<file path="src/rtl/mux2_arbiter.sv">
// Two-requester round-robin arbiter driving the select of a 2:1 mux, with a registered output stage.
// Optional forced handover after MAX_BURST grant cycles is enabled by defining MUXARB_TIMEOUT_EN.
module mux2_arbiter #(
    parameter int WIDTH     = 1,
    parameter int MAX_BURST = 4
) (
    input  logic             clk,
    input  logic             rst_n,
    input  logic             req0,
    input  logic             req1,
    input  logic [WIDTH-1:0] a,
    input  logic [WIDTH-1:0] b,
    output logic             gnt0,
    output logic             gnt1,
    output logic             sel,
    output logic [WIDTH-1:0] z,
    output logic             z_valid
);

    typedef enum logic [1:0] {
        IDLE = 2'd0,
        OWN0 = 2'd1,
        OWN1 = 2'd2
    } state_t;

    state_t           state_reg;
    state_t           state_next;
    logic             last_reg;
    logic             sel_reg;
    logic [WIDTH-1:0] z_reg;
    logic [WIDTH-1:0] z_next;
    logic             z_valid_reg;
    logic             burst_done;

    if (MAX_BURST < 1) begin : g_bad_max_burst
        $error("mux2_arbiter: MAX_BURST must be >= 1");
    end

`ifdef MUXARB_TIMEOUT_EN
    localparam int CNT_W = $clog2(MAX_BURST + 1);
    logic [CNT_W-1:0] cnt_reg;
    assign burst_done = (cnt_reg == CNT_W'(MAX_BURST));
`else
    assign burst_done = 1'b0;
`endif

    // Owner keeps the path while it requests, unless its burst is exhausted and the other side waits.
    always_comb begin
        state_next = state_reg;
        case (state_reg)
            IDLE: begin
                if (req0 && req1)
                    state_next = last_reg ? OWN0 : OWN1;
                else if (req0)
                    state_next = OWN0;
                else if (req1)
                    state_next = OWN1;
            end
            OWN0: begin
                if (!req0)
                    state_next = req1 ? OWN1 : IDLE;
                else if (burst_done && req1)
                    state_next = OWN1;
            end
            OWN1: begin
                if (!req1)
                    state_next = req0 ? OWN0 : IDLE;
                else if (burst_done && req0)
                    state_next = OWN0;
            end
            default: state_next = IDLE;
        endcase
    end

    // Output capture follows the state at the edge, so z lags sel by exactly one cycle.
    for (genvar gi = 0; gi < WIDTH; gi++) begin : g_mux
        assign z_next[gi] = (state_reg == OWN1) ? b[gi] :
                            (state_reg == OWN0) ? a[gi] : z_reg[gi];
    end

    always_ff @(posedge clk) begin
        if (!rst_n) begin
            state_reg   <= IDLE;
            last_reg    <= 1'b1;
            sel_reg     <= 1'b0;
            z_reg       <= '0;
            z_valid_reg <= 1'b0;
`ifdef MUXARB_TIMEOUT_EN
            cnt_reg     <= '0;
`endif
        end else begin
            state_reg   <= state_next;
            z_reg       <= z_next;
            z_valid_reg <= (state_reg != IDLE);

            if (state_next == OWN0)
                sel_reg <= 1'b0;
            else if (state_next == OWN1)
                sel_reg <= 1'b1;

            if (state_next != state_reg && state_next != IDLE)
                last_reg <= (state_next == OWN1);

`ifdef MUXARB_TIMEOUT_EN
            if (state_next != state_reg && state_next != IDLE)
                cnt_reg <= CNT_W'(1);
            else if (state_next != IDLE && !burst_done)
                cnt_reg <= cnt_reg + CNT_W'(1);
`endif
        end
    end

    assign gnt0    = (state_reg == OWN0);
    assign gnt1    = (state_reg == OWN1);
    assign sel     = sel_reg;
    assign z       = z_reg;
    assign z_valid = z_valid_reg;

endmodule

</file>
<file path="config.mk">
export PLATFORM = sky130hd
export DESIGN_NAME = mux2_arbiter
export DESIGN_NICKNAME = d
export VERILOG_FILES = /design/src/rtl/mux2_arbiter.sv
export SDC_FILE = /design/constraint.sdc
export NUM_CORES = 1
export LEC_CHECK = 0
export ABC_AREA = 0
export CORE_AREA = 4 4 41 43
export DETAILED_ROUTE_END_ITERATION = 12
export DIE_AREA = 0 0 45 47
export HOLD_SLACK_MARGIN = 0.12
export PLACE_DENSITY = 0.53
export RECOVER_POWER = 100
export SETUP_SLACK_MARGIN = 0.02
export SYNTH_ARGS = -nofsm -noshare
export SYNTH_HDL_FRONTEND = slang
export SYNTH_SLANG_ARGS = --single-unit
</file>
<file path="constraint.sdc">
create_clock -name clk -period 3 [get_ports clk]
set_input_delay 0.6 -clock clk [delete_from_list [all_inputs] [get_ports clk]]
set_output_delay 0.6 -clock clk [all_outputs]
set_load 0.05 [all_outputs]
</file>
==> Word level (Yosys, flattened, before mapping) <==
Cells that the tools add are included.
{ "op_classes": {"n_eq_ne": 5, "bitwise_logic": 1, "muxes": 11, "reduce_logical": 7} }
{ "ops": {"columns": ["cell", "count"], "rows": [
  ["$mux W2", 7],
  ["$pmux W2 S3", 1],
  ["$reduce_bool A2 Y1", 3],
  ["$eq A2 B1 Y1 const B", 2],
  ["$eq A2 B2 Y1 const B", 2],
  ["$mux W1", 3],
  ["$logic_and A1 B1 Y1", 2],
  ["$logic_not A2 Y1", 1],
  ["$ne A2 B2 Y1", 1],
  ["$reduce_or A2 Y1", 1],
  ["$not A1 Y1", 1]
]} }
{ "totals": {"wordCells": 29, "output_inout_bits": 5, "reg_bits": 6, "in_bits": 6} }

==> Longest topological paths before layout <==
Gate-level depths: netlist of run 1.
{ "depth": {"ltp_word": 6, "depth_mapped": 7} }

==> Worst setup path before layout of run 1 <==
No wires, ideal clock.
{ "synth_timing": {"kind": "register -> register", "startpoint": "register state_reg[0]", "endpoint": "register last_reg", "setup_time_ns": 0.087, "synth_period_minus_slack_ns": 2.050, "stages_incl_launch_ff": 8, "path_slack_ns": 0.950, "arrival_ns": 1.963, "cell_sequence": "dfxtp_1 inv_1 ha_1 a22o_1 a21oi_1 a2bb2oi_1 a221oi_1 o31ai_1"} }
{ "synth_rtl": {"columns": ["item", "line_no", "text"], "rows": [
  ["start: declaration", "26", "state_t state_reg;"],
  ["start signal: assignment", "92", "state_reg <= state_next;"],
  ["$eq A2 B2 Y1 (*)", null, null],
  ["via gnt1", "14", "output logic gnt1,"],
  ["$pmux W2 S3 (*)", "50", "case (state_reg)"],
  ["$ne A2 B2 Y1 / $reduce_bool A2 Y1 (equally long branches)", "101", "if (state_next != state_reg && state_next != IDLE)"],
  ["$logic_and A1 B1 Y1", "101", null],
  ["end signal: assignment", "102", "last_reg <= (state_next == OWN1);"],
  ["end: declaration", "28", "logic last_reg;"]
]} }
The timed path passes the listed nets; every way through them passes the cells marked *.
A chain may end at the register's enable or synchronous reset.

==> Worst setup path in the final report of run 1 <==
{ "layout_timing": {"startpoint": "register state_reg[0]", "endpoint": "output port gnt1"} }
{ "layout_via": {"elab_chain_len": 1} }
{ "layout_rtl": {"columns": ["item", "line_no", "text"], "rows": [
  ["$eq A2 B2 Y1", "114", "assign gnt1 = (state_reg == OWN1);"],
  ["end: declaration", "14", null]
]} }
Every way passes these cells.

==> results_dict.tcl, run 1 <==
set metrics [dict create \
    grt_pass1_wl_mm 1.566 \
    cpLargestDelayFamily "buffers and inverters" \
    largest_reg_flops 2 \
    layout.cells.non_filler 80 \
    grt_max_degree 11 \
    whs_path_depth 2 \
    netlist_area_sq_um 425.4 \
    postRouteAntennaNets 0 \
    cts_tree "yes" \
    hold_class "reg2reg" \
    multi_input_area_sq_um 285.3 \
    holdPathEnd "sel" \
    ioPinCount 11 \
    start_util 0.3269 \
    worstHoldStart "sel" \
    synth_edf_count 0 \
    drc 0 \
    maxSlewViolCount 0 \
    seqCellArea_sq_um 120.1 \
    yosysWarningCount 0 \
    fp.dieW_um 45 \
    num_rows 13 \
    clkSinkCount 6 \
    vias 418 \
    die_y_um 47 \
    worstSetupPathType "reg2out" \
    ys_ff_latch 6 \
    final_layout_size_suffix_gt1_frac 0.07692 \
    dpl.hpwl_um 731.7 \
    rsz0062_at_grt "no" \
    antenna_cells 0 \
    power.leakage_nw 0.2431 \
    startpoint_type "register" \
    ir_drop_mv 0.3244 \
    root_buffer "clkbuf_4" \
    cts_htree_levels 1 \
    nets 77 \
    track_usage 0.1028 \
    required_ps 2400 \
    numCtsBuffers 3 \
    setup_tns_ps 0 \
    drt_iter0_drc 14 \
    synthDistinctLibCells 24 \
    final-hold-violation-count 0 \
    min_period_ps 2572 \
    r2r_cells 7 \
    clk_path_buf_depth 2 \
    fill_cells 143 \
    core_area_sq_um 1301 \
    clk_pin_slew_worst_paths_ps 40 \
    worst-path-buf-inv 2 \
    via_per_inst 5.225 \
    synthArstFlopShare 0 \
    slew_headroom 0.6651 \
    synthFlopType "dfxtp_1" \
    synth_top_cells_by_count "6 x dfxtp_1, 5 x a21oi_1" \
    syn_avg_cell_area_sq_um 8.027 \
    cts_hold_buf 0 \
    dieArea_sq_um 2115 \
    first_global_vias 403 \
    netlist_instances 53 \
    regToRegStartpoint "state_reg[0]" \
    yosysTopAreaCellShare 0.2824 \
    worstMarginPinSlew_ps 500.7 \
    slowest_stage "dlygate4sd3_1" \
    wl_per_cell_um 11.75 \
    gp_congestion 0.7558 \
    fmax_mhz 388.8 \
    drtPass1Iterations 4 \
    clock_latency_ps 250 \
    wl_um 940 \
    rr_endpoint "last_reg" \
    antenna_found_initial 0 \
    dp.cells 77 \
    syn_nets 63 \
    yosysMostFrequentCell "dfxtp_1" \
    crit_fanout 9 \
    maxCapViolCount 0 \
    ys_top_cells_by_area "dfxtp_1 28%, ha_1 12%, a21oi_1 5.9%, o21ai_0 4.7%, nor2b_1 4.4%" \
    setup_violations 0 \
    cts_resized 0 \
    port_buffers 10 \
    fin_worst_skew_ps 6.874 \
    overflow 0 \
    worstPathCellList "inv_1 > ha_1 > dlygate4sd3_1" \
    ys_seq_area_frac 0.2824 \
    yosysTopAreaCell "dfxtp_1" \
    p_per_area_nw_per_um2 729.3 \
    end_kind "output port" \
    regToRegSetupSlack_ps 910 \
    fin_crit_sh 0.8574 \
    area_delta_synth_final_pct 32.06 \
    outcome "complete, no violations" \
    cts_setup_buffers 0 \
    slowest_delay_ps 910 \
    cp.arrival_ps 1970 \
]
-- worst max path at each step --
stage | startpoint | end | cells after the start
final | state_reg[0] | gnt1 | 3
after global routing | state_reg[0] | gnt1 | 3
after CTS | state_reg[0] | gnt1 | 3
after detailed placement | req1 | last_reg | 6
after global placement | req0 | last_reg | 6
after floorplan | state_reg[0] | last_reg | 7
-- per-stage QoR --
stage / power [W] / hold slack, ps / cell area [sq um] / utilization / setup slack [ps]
after CTS: 0.0004179 / 486.2 / 561.8 / 0.4317 / 475.6
final: 0.0004097 / 478.6 / 561.8 / 0.4317 / 427.8
after floorplan: 0.0002794 / 551.7 / 425.4 / - / 950.1
after detailed placement: 0.0003418 / 480.5 / 539.3 / 0.4144 / 639.5
after global routing: 0.0004406 / 531.2 / 561.8 / 0.4317 / 357.8
after global placement: 0.0003448 / 479.0 / 539.3 / 0.4144 / 644.0
-- cell usage in the layout, fill, tap and decap left out, drive strengths merged, types with 2 or more instances in the layout --
master | Yosys | routed
a21oi | 6 | 6
nor2b | 3 | 3
nor2 | 4 | 4
clkbuf | 0 | 3
and2 | 2 | 2
inv | 4 | 4
nand2 | 2 | 2
a211oi | 2 | 2
ha | 4 | 4
nand3 | 3 | 3
o21ai | 4 | 4
o31ai | 2 | 2
dfxtp | 6 | 6
dlygate4sd3 | 0 | 6
clkdlybuf4s50 | 0 | 4
-- per-layer routing --
layer / routed length [um] / part of all wire / global-route usage / up-vias
met4: 10 / 0.011 / 0.07018 / 0
li1: - / - / - / 218
met1: 437 / 0.46 / 0.1164 / 189
met5: 0 / 0 / 0 / -
met3: 40 / 0.043 / 0.02299 / 2
met2: 451 / 0.48 / 0.1723 / 9
-- worst reg2reg max path: cells and delay by family (launching register included) --
family / cells / cell delay, ps
compound gates: 5 / 1100
flops: 1 / 490
fa+ha+maj: 1 / 300
buf+inv: 1 / 140
-- kinds of logic after synthesis --
logic type,Yosys count,synth area share
DFF,6,0.2824
buffers and inverters,5,0.04704
AOI/OAI and AO/OA,20,0.3118
and+or+nand+nor,17,0.2176
muxes,1,0.02353
adders and majority gates,4,0.1177
-- cell type report --
class	instances	area share
Timing Repair Buffer	10	0.1782
Clock buffer	3	0.04009
Sequential cell	6	0.2138
Inverter	4	0.02673
Tap cell	15	0.03341
Multi-Input combinational cell	42	0.5078
-- power by group --
part	switching (W)	internal, W	total [W]	leakage (nW)
clock	0.0000297	0.0000453	0.0000750	0.0138
sequential	0.0000224	0.000100	0.000123	0.0496
combinational	0.000132	0.0000795	0.000212	0.180
total	0.000184	0.000225	0.000410	0.243
(Power assumes the default switching activity.)
==> run 2, diff against run 1 <==
--- a/config.mk
+++ b/config.mk
@@ -7,6 +7,7 @@
 export LEC_CHECK = 0
 export ABC_AREA = 0
 export CORE_AREA = 4 4 41 43
+export CTS_CLUSTER_DIAMETER = 200
 export DETAILED_ROUTE_END_ITERATION = 12
 export DIE_AREA = 0 0 45 47
 export HOLD_SLACK_MARGIN = 0.12
==> results of run 2 <==
The final DEF is identical to that of run 1; final timing and power are the same.
==> run 3, diff against run 2 <==
==> constraint.sdc (replaced) <==
create_clock -name clk -period 2.5 [get_ports clk]
set_input_delay 0.25 -clock clk [delete_from_list [all_inputs] [get_ports clk]]
set_output_delay 0.25 -clock clk [all_outputs]
set_load 0.05 [all_outputs]
==> run 3 against run 2 <==
Compared with the run above:
- final cell count unchanged
- via count increased by 0.96%
- critical path depth shrank 1
- critical path type unchanged
- global-route usage grew 0.087 points
- largest power group unchanged
==> results_dict.tcl, run 3 (same netlist as run 1, synthesis figures left out) <==
set metrics [dict create \
    outcome "complete, no violations" \
    min_period_ps 2178 \
    p_clk_frac 0.175 \
    worstPathCellList "ha_1 > dlygate4sd3_1" \
    final_cell_area_sq_um 561.8 \
    drt_iter0_drc 5 \
    wl_per_cell_um 12.04 \
    layout.cells.most_common_list "6 x dfxtp_1, 5 x a21oi_1, 5 x clkdlybuf4s50_1, 5 x dlygate4sd3_1" \
    rr_endpoint "last_reg" \
    worstMarginPinSlew_ps 501.6 \
    endpoint "gnt1" \
    cts_setup_buffers 0 \
    pre_cts_ws_ps 483.2 \
    maxCapViolCount 0 \
    fp.dieW_um 45 \
    drc 0 \
    final_common_cell "dfxtp_1" \
    setup_ws_ps 322.0 \
    setup_tns_ps 0 \
    numCtsBuffers 3 \
    ir_drop_mv 0.3340 \
    dieArea_sq_um 2115 \
    fin_hold_ws_ps 477.2 \
    final-hold-violation-count 0 \
    combinationalPowerShare 0.525 \
    maxSlewViolCount 0 \
    root_buffer "clkbuf_4" \
    p_int_w 0.0002702 \
    overflow 0 \
    rsz0062_at_grt "no" \
    r2r_cells 7 \
    port_buffers 10 \
    start_util 0.3269 \
    finalPower_w 0.0004893 \
    gp_congestion 0.7449 \
    regToRegStartpoint "state_reg[0]" \
    fill_cells 145 \
    largest_reg_flops 2 \
    track_usage 0.1037 \
    cts_resized 0 \
    p_sw_w 0.0002191 \
    placed_cell_area_sq_um 539.3 \
    slowest_delay_ps 900 \
    clkSinkCount 6 \
    clk_pin_slew_worst_paths_ps 40 \
    p_sw_frac 0.4477 \
    fin_crit_sh 0.8712 \
    first_global_vias 406 \
    fmax_mhz 459.1 \
    cts_hold_buf 0 \
    crit_fanout 8 \
    core_area_sq_um 1301 \
    p_per_area_nw_per_um2 870.9 \
    ioPinCount 11 \
    nets 77 \
    worstSetupPathType "reg2out" \
    antenna_found_initial 0 \
    wl_um 963 \
    slowest_stage "dlygate4sd3_1" \
    grt_max_degree 11 \
    pwr-share-seq 0.300 \
    vias 422 \
    num_rows 13 \
    antenna_cells 0 \
    final_layout_size_suffix_gt1_frac 0.07692 \
    hold_class "reg2reg" \
    cts_htree_levels 1 \
    slew_headroom 0.6645 \
    required_ps 2250 \
    setup_violations 0 \
    regToRegSetupSlack_ps 450 \
    startpoint_type "register" \
    die_y_um 47 \
    fin_worst_skew_ps 1.836 \
    end_kind "output port" \
    cts_tree "yes" \
    power.leakage_nw 0.2420 \
    clock_latency_ps 240 \
    dpl.hpwl_um 754.3 \
    cp.arrival_ps 1930 \
    postRouteAntennaNets 0 \
    drtPass1Iterations 4 \
    grt_pass1_wl_mm 1.587 \
    area_delta_synth_final_pct 32.06 \
    clk_path_buf_depth 2 \
    startpoint "state_reg[1]" \
    via_per_inst 5.275 \
]
-- run 3: cell count changes in the layout (fill, tap and decap cells not counted), sizes merged --
cell           delta
dlygate4sd3       -1
clkdlybuf4s50     +1
-- run 3: layer usage --
layer	track usage	routed length [um]	share of wire	vias to the layer above
met5	0	0	0	-
met4	0.07018	0	0	0
met3	0.01149	38	0.039	0
met2	0.1808	487	0.51	11
met1	0.1190	436	0.45	193
li1	-	-	-	218
-- run 3: final cells by class --
cell class,instances,area [sq um],share of cell area
Multi-Input combinational cell,42,285.3,0.5078
Clock buffer,3,22.52,0.04009
Inverter,4,15.01,0.02673
Sequential cell,6,120.1,0.2138
Timing Repair Buffer,10,100.1,0.1782
Tap cell,15,18.77,0.03341
-- run 3: critical path, delay by kind of cell (launching register included) --
| kind | cells | cell delay [ps] |
|---|---|---|
| buffers and inverters | 1 | 900 |
| DFF | 1 | 460 |
| adders and majority gates | 1 | 320 |
-- run 3: worst min-delay path by stage --
stage | startpoint | to | slack, ps | depth (start not counted)
global placement | sel | sel | 480 | 2
finish | sel | sel | 480 | 2
detailed placement | sel | sel | 480 | 2
floorplan | rst_n | last_reg | 320 | 1
global route | sel | sel | 520 | 2
CTS | sel | sel | 490 | 2
-- run 3: power by group through the flow --
stage | logic [W] | clock network [W] | registers [W]
4_1_cts | 0.000264 | 0.0000914 | 0.000147
2_1_floorplan | 0.000151 | 0 | 0.000184
3_5_place_dp | 0.000263 | 0 | 0.000149
6_report | 0.000257 | 0.0000855 | 0.000147
3_3_place_gp | 0.000266 | 0 | 0.000151
5_1_grt | 0.000277 | 0.0000960 | 0.000151
-- run 3: per-stage QoR --
| step | instances | util |
|---|---|---|
| after floorplan | 53 | - |
| after global placement | 77 | 0.4144 |
| after detailed placement | 77 | 0.4144 |
| after CTS | 80 | 0.4317 |
| after global routing | 80 | 0.4317 |
| final | 80 | 0.4317 |
